### src/rtl/mem_access_unit_if.sv
// Request/response handshakes and data-memory port of mem_access_unit.
// The unit connects through the slave modport; core and memory use the master side.
interface mem_access_unit_if #(
   parameter int DATA_SIZE = 8,
   parameter int ADDR_SIZE = 5
);
   logic                 REQ_VALID;
   logic                 REQ_READY;
   logic [1:0]           REQ_OP;
   logic [ADDR_SIZE-1:0] REQ_ADDR;
   logic [DATA_SIZE-1:0] REQ_DATA;
   logic                 RSP_VALID;
   logic                 RSP_READY;
   logic [DATA_SIZE-1:0] RSP_DATA;
   logic                 RSP_CARRY;
   logic                 RSP_ERR;
   logic                 MEM_W;
   logic [ADDR_SIZE-1:0] MEM_ADDR;
   logic [DATA_SIZE-1:0] MEM_WR;
   logic [DATA_SIZE-1:0] MEM_RD;

   modport slave (
      input  REQ_VALID, REQ_OP, REQ_ADDR, REQ_DATA, RSP_READY, MEM_RD,
      output REQ_READY, RSP_VALID, RSP_DATA, RSP_CARRY, RSP_ERR, MEM_W, MEM_ADDR, MEM_WR
   );

   modport master (
      output REQ_VALID, REQ_OP, REQ_ADDR, REQ_DATA, RSP_READY, MEM_RD,
      input  REQ_READY, RSP_VALID, RSP_DATA, RSP_CARRY, RSP_ERR, MEM_W, MEM_ADDR, MEM_WR
   );
endinterface

### src/rtl/mem_access_unit.sv
// Load/store sequencer between the execute stage and a single-port data memory.
// Define MEM_ACCESS_RMW_EN to enable the atomic read-modify-write ADD (op 10).
module mem_access_unit #(
   parameter int DATA_SIZE = 8,
   parameter int ADDR_SIZE = 5
) (
   input  logic             clk,
   input  logic             rstn,
   mem_access_unit_if.slave bus
);

   typedef enum logic [1:0] {
      OP_LOAD  = 2'b00,
      OP_STORE = 2'b01,
      OP_ADD   = 2'b10,
      OP_RSVD  = 2'b11
   } op_e;

`ifdef MEM_ACCESS_RMW_EN
   typedef enum logic [1:0] {S_IDLE = 2'd0, S_ACCESS = 2'd1, S_MODIFY = 2'd2, S_RESP = 2'd3} state_e;
`else
   typedef enum logic [1:0] {S_IDLE = 2'd0, S_ACCESS = 2'd1, S_RESP = 2'd3} state_e;
`endif

   state_e               state_q, state_d;
   op_e                  op_q, op_d;
   logic [ADDR_SIZE-1:0] mem_addr_q, mem_addr_d;
   logic [DATA_SIZE-1:0] mem_wr_q, mem_wr_d;
   logic                 mem_w_q, mem_w_d;
   logic [DATA_SIZE-1:0] rsp_data_q, rsp_data_d;
   logic                 rsp_err_q, rsp_err_d;
   logic                 req_legal;
`ifdef MEM_ACCESS_RMW_EN
   logic                 rsp_carry_q, rsp_carry_d;
   logic [DATA_SIZE:0]   sum;
`endif

   // NOTE: every signal gets a default before the case so no branch can leave one unassigned and infer a latch.
   always_comb begin
      state_d    = state_q;
      op_d       = op_q;
      mem_addr_d = mem_addr_q;
      mem_wr_d   = mem_wr_q;
      mem_w_d    = 1'b0;
      rsp_data_d = rsp_data_q;
      rsp_err_d  = rsp_err_q;
`ifdef MEM_ACCESS_RMW_EN
      rsp_carry_d = rsp_carry_q;
      sum         = {1'b0, bus.MEM_RD} + {1'b0, mem_wr_q};
      req_legal   = (bus.REQ_OP != OP_RSVD);
`else
      req_legal   = (bus.REQ_OP == OP_LOAD) || (bus.REQ_OP == OP_STORE);
`endif

      case (state_q)
         S_IDLE: begin
            if (bus.REQ_VALID) begin
               // The write-data register doubles as the latched store data / addend.
               op_d       = op_e'(bus.REQ_OP);
               mem_addr_d = bus.REQ_ADDR;
               mem_wr_d   = bus.REQ_DATA;
               rsp_data_d = '0;
`ifdef MEM_ACCESS_RMW_EN
               rsp_carry_d = 1'b0;
`endif
               if (req_legal) begin
                  state_d   = S_ACCESS;
                  rsp_err_d = 1'b0;
                  mem_w_d   = (bus.REQ_OP == OP_STORE);
               end else begin
                  state_d   = S_RESP;
                  rsp_err_d = 1'b1;
               end
            end
         end

         S_ACCESS: begin
            state_d = S_RESP;
            case (op_q)
               OP_STORE: rsp_data_d = mem_wr_q;
`ifdef MEM_ACCESS_RMW_EN
               OP_ADD: begin
                  // Old value becomes the response; the sum is written during MODIFY.
                  rsp_data_d  = bus.MEM_RD;
                  rsp_carry_d = sum[DATA_SIZE];
                  mem_wr_d    = sum[DATA_SIZE-1:0];
                  mem_w_d     = 1'b1;
                  state_d     = S_MODIFY;
               end
`endif
               default:  rsp_data_d = bus.MEM_RD;
            endcase
         end

`ifdef MEM_ACCESS_RMW_EN
         S_MODIFY: state_d = S_RESP;
`endif

         S_RESP: begin
            if (bus.RSP_READY) state_d = S_IDLE;
         end

         default: state_d = S_IDLE;
      endcase
   end

   // NOTE: state updates use non-blocking assignments so every flop samples the pre-edge values.
   always_ff @(posedge clk or negedge rstn) begin
      if (!rstn) begin
         state_q     <= S_IDLE;
         op_q        <= OP_LOAD;
         mem_addr_q  <= '0;
         mem_wr_q    <= '0;
         mem_w_q     <= 1'b0;
         rsp_data_q  <= '0;
         rsp_err_q   <= 1'b0;
`ifdef MEM_ACCESS_RMW_EN
         rsp_carry_q <= 1'b0;
`endif
      end else begin
         state_q     <= state_d;
         op_q        <= op_d;
         mem_addr_q  <= mem_addr_d;
         mem_wr_q    <= mem_wr_d;
         mem_w_q     <= mem_w_d;
         rsp_data_q  <= rsp_data_d;
         rsp_err_q   <= rsp_err_d;
`ifdef MEM_ACCESS_RMW_EN
         rsp_carry_q <= rsp_carry_d;
`endif
      end
   end

   assign bus.REQ_READY = (state_q == S_IDLE);
   assign bus.RSP_VALID = (state_q == S_RESP);
   assign bus.RSP_DATA  = rsp_data_q;
   assign bus.RSP_ERR   = rsp_err_q;
   assign bus.MEM_W     = mem_w_q;
   assign bus.MEM_ADDR  = mem_addr_q;
   assign bus.MEM_WR    = mem_wr_q;
`ifdef MEM_ACCESS_RMW_EN
   assign bus.RSP_CARRY = rsp_carry_q;
`else
   assign bus.RSP_CARRY = 1'b0;
`endif

endmodule

### src/flat_wrapper.sv
// flat-port wrapper written by rule: the top's interface ports become plain ports
module mem_access_unit_flat 
#(
   parameter int DATA_SIZE = 8,
   parameter int ADDR_SIZE = 5
)
  (clk, rstn, bus_REQ_VALID, bus_REQ_OP, bus_REQ_ADDR, bus_REQ_DATA, bus_RSP_READY, bus_MEM_RD, bus_REQ_READY, bus_RSP_VALID, bus_RSP_DATA, bus_RSP_CARRY, bus_RSP_ERR, bus_MEM_W, bus_MEM_ADDR, bus_MEM_WR);
  mem_access_unit_if #(.DATA_SIZE(DATA_SIZE), .ADDR_SIZE(ADDR_SIZE)) bus_i ();
  input  logic clk;
  input  logic rstn;
  input wire logic [$bits(bus_i.REQ_VALID)-1:0] bus_REQ_VALID;
  input wire logic [$bits(bus_i.REQ_OP)-1:0] bus_REQ_OP;
  input wire logic [$bits(bus_i.REQ_ADDR)-1:0] bus_REQ_ADDR;
  input wire logic [$bits(bus_i.REQ_DATA)-1:0] bus_REQ_DATA;
  input wire logic [$bits(bus_i.RSP_READY)-1:0] bus_RSP_READY;
  input wire logic [$bits(bus_i.MEM_RD)-1:0] bus_MEM_RD;
  output wire logic [$bits(bus_i.REQ_READY)-1:0] bus_REQ_READY;
  output wire logic [$bits(bus_i.RSP_VALID)-1:0] bus_RSP_VALID;
  output wire logic [$bits(bus_i.RSP_DATA)-1:0] bus_RSP_DATA;
  output wire logic [$bits(bus_i.RSP_CARRY)-1:0] bus_RSP_CARRY;
  output wire logic [$bits(bus_i.RSP_ERR)-1:0] bus_RSP_ERR;
  output wire logic [$bits(bus_i.MEM_W)-1:0] bus_MEM_W;
  output wire logic [$bits(bus_i.MEM_ADDR)-1:0] bus_MEM_ADDR;
  output wire logic [$bits(bus_i.MEM_WR)-1:0] bus_MEM_WR;
  assign bus_i.REQ_VALID = bus_REQ_VALID;
  assign bus_i.REQ_OP = bus_REQ_OP;
  assign bus_i.REQ_ADDR = bus_REQ_ADDR;
  assign bus_i.REQ_DATA = bus_REQ_DATA;
  assign bus_i.RSP_READY = bus_RSP_READY;
  assign bus_i.MEM_RD = bus_MEM_RD;
  assign bus_REQ_READY = bus_i.REQ_READY;
  assign bus_RSP_VALID = bus_i.RSP_VALID;
  assign bus_RSP_DATA = bus_i.RSP_DATA;
  assign bus_RSP_CARRY = bus_i.RSP_CARRY;
  assign bus_RSP_ERR = bus_i.RSP_ERR;
  assign bus_MEM_W = bus_i.MEM_W;
  assign bus_MEM_ADDR = bus_i.MEM_ADDR;
  assign bus_MEM_WR = bus_i.MEM_WR;
  mem_access_unit #(.DATA_SIZE(DATA_SIZE), .ADDR_SIZE(ADDR_SIZE)) u_core (.clk(clk), .rstn(rstn), .bus(bus_i));
endmodule
### config.mk
export PLATFORM = sky130hd
export DESIGN_NAME = mem_access_unit_flat
export DESIGN_NICKNAME = d
export VERILOG_FILES = /design/src/rtl/mem_access_unit_if.sv /design/src/rtl/mem_access_unit.sv /design/src/flat_wrapper.sv
export SDC_FILE = /design/constraint.sdc
export NUM_CORES = 1
export LEC_CHECK = 0
export BUFFER_PORTS_ARGS = -buffer_cell sky130_fd_sc_hd__clkbuf_2
export CAP_MARGIN = 20
export CORE_MARGIN = 5
export CORE_UTILIZATION = 41
export CTS_CLUSTER_SIZE = 8
export DETAILED_ROUTE_END_ITERATION = 10
export MAX_ROUTING_LAYER = met4
export PLACE_DENSITY = 0.72
export SETUP_SLACK_MARGIN = 0.1
export SYNTH_ARGS = -nofsm -noshare
export SYNTH_HDL_FRONTEND = slang
export SYNTH_SLANG_ARGS = --single-unit
### constraint.sdc
create_clock -name clk -period 2.6 [get_ports clk]
set_input_delay 0.26 -clock clk [delete_from_list [all_inputs] [get_ports clk]]
set_output_delay 0.26 -clock clk [all_outputs]
set_load 0.01 [all_outputs]
==> run summary, run 1 <==
Die Width = 62.8 um
Crit. End Element = flop
Synth Area in Compound Gates = 5.59%
Sink Count = 27
CORE AREA = 2710 um2
Setup CP Type = reg -> reg
Final setup viols = 0
Post-Syn Area = 1140 um2
final hold slack = 119 ps
RePlAce Congestion = 0.746
CP required = 2800 ps
Worst EP arrival = 1890 ps
register bit total from synthesis = 27
overall power = 1.69 mW
worst min path class = in -> reg
multi-input logic area = 424 um2
combinational share of power = 45.8%
worst hold stages = 2
Hold Vio Cnt, Final = 0
Seq/Total Area, Yosys = 59.1%
fillers = 263
Worst path depth = 4
Synth Area in Simple Gates = 5.48%
xor/xnor share of the synthesized area = 0%
final clock skew = 8.40 ps
commonest non-fill, non-tap cells in the layout = clkbuf_2 (51), dfrtp_1 (27), nand2_1 (10)
starting density of the core = 42.2%
switching part of the total = 36.3%
DRC viols = 0
Int Pwr = 1.08 mW
max_cap viols = 0
Clk pin slew, worst setup/hold paths = 140 ps
Antenna Cells = 0
final core utilization = 53.6%
antenna-violating nets left = 0
first-pass GRT wire length = 4.12 mm
Clk pwr share = 10.0%
TritonCTS Buffers = 3
IO Port Bufs = 51
# rows = 19
largest family of logic cells by synthesized area = multiplexers
VDD IR-drop max = 0.649 mV
worst-case clock buffer depth = 2
most used routing layer = met2
Initial DRT Pass Iterations = 4
post-CTS setup buffer count = 0
Vias = 828
Synth cell types = 18
crit-path cells = nor2_1, and2_1, buf_4, mux2_2
Global Route Usage Sum = 13.3%
Detailed Route Iter0 Violations = 10
min cycle time layout = 1690 ps
outcome = finished clean
Lkg Pwr = 0.763 nW
Worst R2R Path Depth = 4
commonest non-fill, non-tap cell in the layout = clkbuf_2
FF+latch area = 676 um2
Setup TNS Final = 0 ps
initial antenna violation count = 0
I/O pins = 53
Synth Area in Adders = 0%
Slew Limit Fails = 0
post-route cell area = 1450 um2
Cell Area, Placed = 1420 um2
total grt overflow = 0
met1 Resource Use GR = 14.8%
Largest stage delay, worst path = 440 ps
Final #Nets = 166
dpl hpwl = 1.97 mm
slew margin rel. = 53.0%
Ys Warns = 0
CP top delay family = simple AND/OR/NAND/NOR gates
Seq pwr share = 44.3%
cell count after synthesis = 84
WP buf/inv = 1
Mapped Nets = 111
CP startpoint kind = flop
RSZ-0062 raised after global routing = false
Max FO, Critical Path = 12
grt met2 use = 22.8%
Area Growth Syn to Fin = 27.3%
Avg Cell Area, Syn = 13.6 um2
Critical-path top delay cell = dfrtp_1
M3 GR Usage = 2.52%
clock root cell = clkbuf_4
routed len/inst = 14.5 um
H-tree Lvls = 1
PD cells = 1160 nW/um2
CTS tree = built
f_max = 593 MHz
switching power total = 0.615 mW
die span in y = 62.8 um
largest net degree at the start of global routing = 28
DR vias/cell = 4.90
Final Cycle Share = 64.8%
multiplexer share of the synthesized area = 25.7%
Die Area = 3940 um2
worst slew pin tran = 704 ps
vias in the first global route = 948
final WL = 2.45 mm
Worst-Skew Late Latency = 310 ps
share of cells above drive strength 1 = 52.9%
## area by class of cell
| cell class | instances | share of cell area, % |
|---|---|---|
| clock buffers | 3 | 1.55 |
| multi-input cells | 51 | 29.2 |
| clock inverters | 1 | 0.344 |
| flip-flops and latches | 27 | 46.5 |
| repair buffers | 54 | 19.3 |
| well taps | 31 | 2.67 |
| inverters | 2 | 0.516 |
## registers in the layout, indices dropped and copies added, names as in the netlist
| signal | cells |
|---|---|
| u_core.bus.MEM_W | 1 |
| u_core.bus.MEM_ADDR | 5 |
| u_core.op_q | 2 |
| u_core.bus.RSP_DATA | 8 |
| u_core.bus.RSP_ERR | 1 |
| u_core.bus.MEM_WR | 8 |
| u_core.state_q | 2 |
## worst reg2reg max path: stages, from the launching register on
cell and delay [ps]:
dfrtp_1 440, nor2_1 170, and2_1 320, buf_4 290
mux2_2 360
## worst paths after layout
| kind | startpoint | slack (ps) | endpoint |
|---|---|---|---|
| worst max-delay path | u_core.state_q[0]$_DFFE_PN0P_ | 910 | u_core.op_q[1]$_DFFE_PN0P_ |
| worst min-delay path | bus_RSP_READY | 120 | u_core.state_q[1]$_DFFE_PN0P_ |
| worst max register to register | u_core.state_q[0]$_DFFE_PN0P_ | 910 | u_core.op_q[1]$_DFFE_PN0P_ |
| worst min register to register | u_core.bus.RSP_DATA[4]$_DFFE_PN0P_ | 500 | u_core.bus.RSP_DATA[4]$_DFFE_PN0P_ |
| max in group asynchronous | rstn | 1690 | u_core.bus.RSP_DATA[7]$_DFFE_PN0P_ |
| min in group asynchronous | rstn | 500 | u_core.bus.MEM_WR[3]$_DFFE_PN0P_ |
## cell usage after synthesis
library cell / n / share of area [%]
a21oi_1: 1 / 0.44
a31oi_1: 1 / 0.55
and2_1: 1 / 0.55
and3b_1: 1 / 0.77
buf_2: 1 / 0.44
buf_4: 1 / 0.66
buf_6: 2 / 2.0
conb_1: 1 / 0.33
dfrtp_1: 27 / 59
inv_1: 2 / 0.66
mux2_2: 7 / 6.9
mux2_4: 9 / 12
mux2i_1: 8 / 7.0
nand2_1: 10 / 3.3
nor2_1: 1 / 0.33
nor2b_1: 1 / 0.55
o21ai_0: 9 / 3.9
o21bai_1: 1 / 0.66
## per-layer routing
layer | up-vias | wire [um]
met2 | 28 | 1310
met3 | 4 | 125
li1 | 395 | -
met5 | - | 0
met1 | 401 | 981
met4 | 0 | 35
## power by group through the flow
stage	combinational [mW]	clock (mW)	sequential, mW
after detailed placement	0.787	0	0.764
after global routing	0.851	0.191	0.780
after CTS	0.790	0.175	0.752
final	0.775	0.169	0.750
after floorplan	0.432	0	0.815
after global placement	0.765	0	0.750
## kinds of logic (layout without fill, tap and decap cells)
family                 count (synthesis)  count (layout)
and+or+nand+nor                       14              14
buffers and inverters                  6              60
other                                  1               1
AOI/OAI and AO/OA                     12              12
DFF                                   27              27
muxes                                 24              24
## metrics by stage
step                setup slack (ps)  instances
floorplan                       1130         84
global placement                1060        164
detailed placement               940        164
CTS                              904        169
global route                     845        169
finish                           914        169
## timing repair
item                      CTS  global route
hold buffers                1             0
gates resized for setup     0             0
hold endpoints to repair   27             0
(Power assumes the default switching activity.)
==> run 2: changes to the inputs <==
ABC_AREA = 1   (was unset)
PLACE_DENSITY = 0.7   (was 0.72)
clock period = 1.7 ns   (was 2.6 ns; I/O delays follow)
==> run 2 against run 1 <==
  * Final cell count is 39% higher
  * Hold slack worse by 88 ps
  * Critical endpoint is now u_core.op_q[0]$_DFFE_PN0P_
  * Critical path type unchanged
  * Sequential cell count did not move
  * Critical path depth increased by 1
  * Clock power is 62% higher
==> run summary, run 2 <==
final core utilization = 53.9%
I/O pins = 53
Cell Area, Placed = 1490 um2
Area Growth Syn to Fin = 23.8%
final clock skew = 1.63 ps
most frequent cell after synthesis = nand2_1
# rows = 19
post-CTS setup buffer count = 0
register bit total from synthesis = 27
Post-synth EDFFs = 0
Final #Nets = 232
share of cells above drive strength 1 = 29.9%
PD cells = 1710 nW/um2
CORE AREA = 2830 um2
Largest stage delay, worst path = 450 ps
initial antenna violation count = 0
starting density of the core = 43.5%
HP Start = bus_REQ_OP[1]
min cycle time layout = 1290 ps
routed len/inst = 12.0 um
Max FO, Critical Path = 18
worst r2r src = u_core.state_q[0]$_DFFE_PN0P_
H-tree Lvls = 1
Worst-Skew Late Latency = 320 ps
worst min path class = in -> reg
dpl hpwl = 2.24 mm
Final setup viols = 0
Async S/R FF share, synth = 100%
Setup CP Type = reg -> reg
Slew Limit Fails = 0
CP startpoint kind = flop
CTS tree = built
final WL = 2.81 mm
Synth top cells by count = nand2_1 (61), dfrtp_1 (27), nand3_1 (27)
Die Width = 64.8 um
commonest non-fill, non-tap cells in the layout = nand2_1 (61), clkbuf_2 (51), nand3_1 (27), dfrtp_1 (27), inv_1 (21)
post-synth top area share = 54.9%
Post-Syn Area = 1230 um2
Lkg Pwr = 0.947 nW
total grt overflow = 0
RePlAce Congestion = 0.793
DR vias/cell = 4.72
clock root cell = clkbuf_4
crit-path cells = nor2_4, nand2_2, buf_4, nand2_1, o21ai_0
Worst EP arrival = 1510 ps
Synth cell types = 15
Setup crit start = u_core.state_q[0]$_DFFE_PN0P_
Setup TNS Final = 0 ps
Seq/Total Area, Yosys = 54.9%
final hold slack = 30.6 ps
worst slew pin tran = 665 ps
Die Area = 4200 um2
cell count after synthesis = 153
antenna-violating nets left = 0
largest net degree at the start of global routing = 28
vias in the first global route = 1043
Antenna Cells = 0
Vias = 1110
placed cells = 230
Sink Count = 27
Clk pin slew, worst setup/hold paths = 140 ps
DRC viols = 0
Main synth FF type = dfrtp_1
first-pass GRT wire length = 4.53 mm
f_max = 774 MHz
Synth area leader = dfrtp_1
Critical-path top delay cell = dfrtp_1
slew margin rel. = 55.6%
Global Route Usage Sum = 14.1%
TritonCTS Buffers = 3
Avg Cell Area, Syn = 8.05 um2
Ys Warns = 0
IO Port Bufs = 51
final std cells w/o fill = 235
worst-case clock buffer depth = 2
Hold Vio Cnt, Final = 0
CP required = 1910 ps
VDD IR-drop max = 0.650 mV
CTS resizes = 0
largest cells by area after synthesis = dfrtp_1 (55%), nand2_1 (19%), nand3_1 (11%)
outcome = finished clean
commonest non-fill, non-tap cell in the layout = nand2_1
Mapped Nets = 180
die span in y = 64.8 um
max_cap viols = 0
Detailed Route Iter0 Violations = 27
RSZ-0062 raised after global routing = false
Initial DRT Pass Iterations = 4
Crit. End Element = flop
reg-to-reg setup timing slack = 410 ps
Final Cycle Share = 76.0%
post-route cell area = 1520 um2
[run 2: area by class of cell]
type	instances	area, um2
fillers	291	1310
flip-flops and latches	27	676
multi-input cells	96	417
repair buffers	54	280
inverters	23	86.3
well taps	31	38.8
clock buffers	4	26.3
[run 2: stage by stage]
stage	worst slack (ps)	power (mW)
after floorplan	609	1.92
after global placement	473	2.33
after detailed placement	417	2.37
after CTS	402	2.64
after global routing	318	2.83
final	407	2.61
[run 2: logic make-up (layout without fill, tap and decap cells)]
| kind of cell | count (synthesis) | in the layout | share of synthesized area, % |
|---|---|---|---|
| compound gates | 3 | 3 | 1.22 |
| other cells | 1 | 1 | 0.305 |
| flops | 27 | 27 | 54.9 |
| simple gates | 92 | 92 | 32.3 |
| buf+inv | 30 | 81 | 11.3 |
[run 2: where the power goes]
part | switching [mW] | total [mW] | leakage (nW) | internal (mW)
combinational | 0.712 | 1.18 | 0.592 | 0.467
clock | 0.182 | 0.273 | 0.0150 | 0.0918
sequential | 0.227 | 1.16 | 0.339 | 0.930
[run 2: repair_timing]
action                                  in CTS  in global routing
hold buffers                                 1                  0
hold endpoints to repair                    27                  0
endpoints found under the setup margin       0                  0
[run 2: worst max-delay path: cells and delay by family, from the launching register on]
family	cells	cell delay, ps
buffers and inverters	1	260
AND/OR/NAND/NOR	3	400
flip-flops	1	450
AO/OA/AOI/OAI	1	80
[run 2: worst paths after layout]
check                                                    to  depth (start not counted)
setup / recovery                 u_core.op_q[0]$_DFFE_PN0P_                          5
setup reg to reg                 u_core.op_q[0]$_DFFE_PN0P_                          5
hold / removal                   u_core.bus.MEM_W$_DFF_PN0_                          2
min in group asynchronous    u_core.bus.RSP_ERR$_DFFE_PN0P_                          2
max in group asynchronous  u_core.bus.MEM_WR[0]$_DFFE_PN0P_                          2
hold reg to reg              u_core.bus.RSP_ERR$_DFFE_PN0P_                          2
[run 2: layer usage]
metal  wire [um]  global-route usage (%)  share of wire (%)  vias up
met3         164                    3.11                5.8        7
met5           0                       -                  0        -
met4          54                    6.07                1.9        0
li1            -                       -                  -      566
met1        1190                    16.1                 42      492
met2        1410                    23.9                 50       45
==> run 3: changes to the inputs <==
clock period = 1.3 ns   (was 1.7 ns; I/O delays follow)
==> run 3 against run 2 <==
  * Hold slack worse by 26 ps
  * Final cell count increased by 7.2%
  * Setup slack got worse by 300 ps
  * Sequential cell count is the same
  * Die area did not move
  * Clock-buffer cell count unchanged
  * Register-to-register slack got worse by 270 ps
  * Sequential share of layout area is 4.5 points lower
  * Wire length is 6.3% higher
  * Power increased by 36%
  * Global-route usage grew 1.2 points
  * Largest power group unchanged
==> run summary, run 3 (synthesized netlist as in run 2, its figures left out) <==
outcome = finished clean
RePlAce Congestion = 0.851
Slew Limit Fails = 0
Sink Count = 27
initial antenna violation count = 0
vias in the first global route = 1121
CTS tree = built
Clk pwr share = 10.0%
antenna-violating nets left = 0
Setup CP Type = reg -> out
DRC viols = 0
RSZ-0062 raised after global routing = true
I/O pins = 53
DR vias/cell = 4.54
CORE AREA = 2830 um2
crit-path cells = nor2_4, buf_6
worst slew pin tran = 649 ps
CP required = 1170 ps
switching power total = 1.50 mW
worst min path class = in -> reg
slew margin rel. = 56.8%
final WL = 2.99 mm
IO Port Bufs = 51
total grt overflow = 0
# rows = 19
largest net degree at the start of global routing = 28
fillers = 249
Hold Vio Cnt, Final = 0
reg-to-reg setup timing slack = 140 ps
switching part of the total = 42.3%
PD cells = 2090 nW/um2
Seq pwr share = 42.6%
share of cells above drive strength 1 = 29.4%
Detailed Route Iter0 Violations = 50
Global Route Usage Sum = 15.4%
Largest stage delay, worst path = 450 ps
VDD IR-drop max = 1.02 mV
starting density of the core = 43.5%
die span in y = 64.8 um
Final #Nets = 249
Worst-Skew Late Latency = 320 ps
first-pass GRT wire length = 4.99 mm
Critical-path top delay cell = dfrtp_1
H-tree Lvls = 1
Die Area = 4200 um2
Vias = 1144
Setup TNS Final = 0 ps
f_max = 840 MHz
final clock skew = 1.16 ps
Final setup viols = 0
commonest non-fill, non-tap cell in the layout = nand2_1
final std cells w/o fill = 252
commonest non-fill, non-tap cells in the layout = nand2_1 (61), clkbuf_2 (50), nand3_1 (27), dfrtp_1 (27), inv_1 (21)
combinational share of power = 47.4%
CP top delay family = flip-flops
Clk pin slew, worst setup/hold paths = 140 ps
Int Pwr = 2.05 mW
Antenna Cells = 0
Max FO, Critical Path = 3
Final Cycle Share = 91.5%
Crit. End Element = primary output
TritonCTS Buffers = 3
worst-case clock buffer depth = 2
Initial DRT Pass Iterations = 4
min cycle time layout = 1190 ps
Worst EP arrival = 1060 ps
max_cap viols = 0
CP startpoint kind = flop
Die Width = 64.8 um
placed cells = 232
routed len/inst = 11.9 um
Area Growth Syn to Fin = 37.9%
WP buf/inv = 1
Lkg Pwr = 1.03 nW
clock root cell = clkbuf_4
dpl hpwl = 2.21 mm
## run 3: cell types whose count changed in the layout (fill, tap and decap cells not counted), sizes merged
cell / change
buf: +5
clkbuf: -1
dlygate4sd3: +13
## run 3: layer usage
| metal | global-route usage [%] | routed length (um) |
|---|---|---|
| met1 | 18.5 | 1290 |
| met2 | 25.8 | 1450 |
| met3 | 3.28 | 215 |
| met4 | 4.75 | 34 |
| met5 | - | 0 |
## run 3: what timing repair did
item | 4_1_cts | 5_1_grt
endpoints found under the hold margin | 39 | 1
hold buffers | 13 | 1
endpoints found under the setup margin | 0 | 26
resized for setup | 0 | 4
setup buffers | 0 | 2
## run 3: layout make-up
type / instances / area (um2) / share of cell area (%)
inverter: 23 / 88.8 / 5.23
clock buffer: 4 / 26.3 / 1.55
tap: 31 / 38.8 / 2.28
sequential: 27 / 676 / 39.8
timing repair buffer: 71 / 447 / 26.3
multi-input combinational: 96 / 422 / 24.8
## run 3: power by group through the flow
stage	combinational (mW)	clock, mW	sequential [mW]
detailed placement	1.60	0	1.53
CTS	1.63	0.368	1.51
global route	1.90	0.407	1.57
finish	1.68	0.356	1.51
floorplan	0.906	0	1.60
global placement	1.56	0	1.52
## run 3: worst paths after layout
kind / startpoint / to / cells past startpoint
min: bus_REQ_ADDR[2] / u_core.bus.MEM_ADDR[2]$_DFFE_PN0P_ / 3
max in group asynchronous: rstn / u_core.bus.MEM_WR[1]$_DFFE_PN0P_ / 2
min in group asynchronous: rstn / u_core.bus.RSP_DATA[7]$_DFFE_PN0P_ / 2
min reg2reg: u_core.bus.RSP_ERR$_DFFE_PN0P_ / u_core.bus.RSP_ERR$_DFFE_PN0P_ / 2
max: u_core.state_q[1]$_DFFE_PN0P_ / bus_REQ_READY / 2
max reg2reg: u_core.state_q[1]$_DFFE_PN0P_ / u_core.bus.MEM_WR[2]$_DFFE_PN0P_ / 5
## run 3: tightest hold or removal path: cells and delay by family
kind | cells | cell delay [ps]
buf+inv | 1 | 80
simple gates | 2 | 90
## run 3: through the flow
| stage | utilization [%] | setup slack, ps | total power [mW] | hold WS, ps | area (um2) |
|---|---|---|---|---|---|
| 3_5_place_dp | 53.1 | 125 | 3.12 | 184 | 1500 |
| 4_1_cts | 58.6 | 109 | 3.51 | 0.126 | 1660 |
| 2_1_floorplan | - | 209 | 2.51 | -166 | 1230 |
| 5_1_grt | 60.0 | 59.9 | 3.88 | 2.22 | 1700 |
| 6_report | 60.0 | 110 | 3.55 | 5.05 | 1700 |
| 3_3_place_gp | 53.1 | 165 | 3.08 | 186 | 1500 |
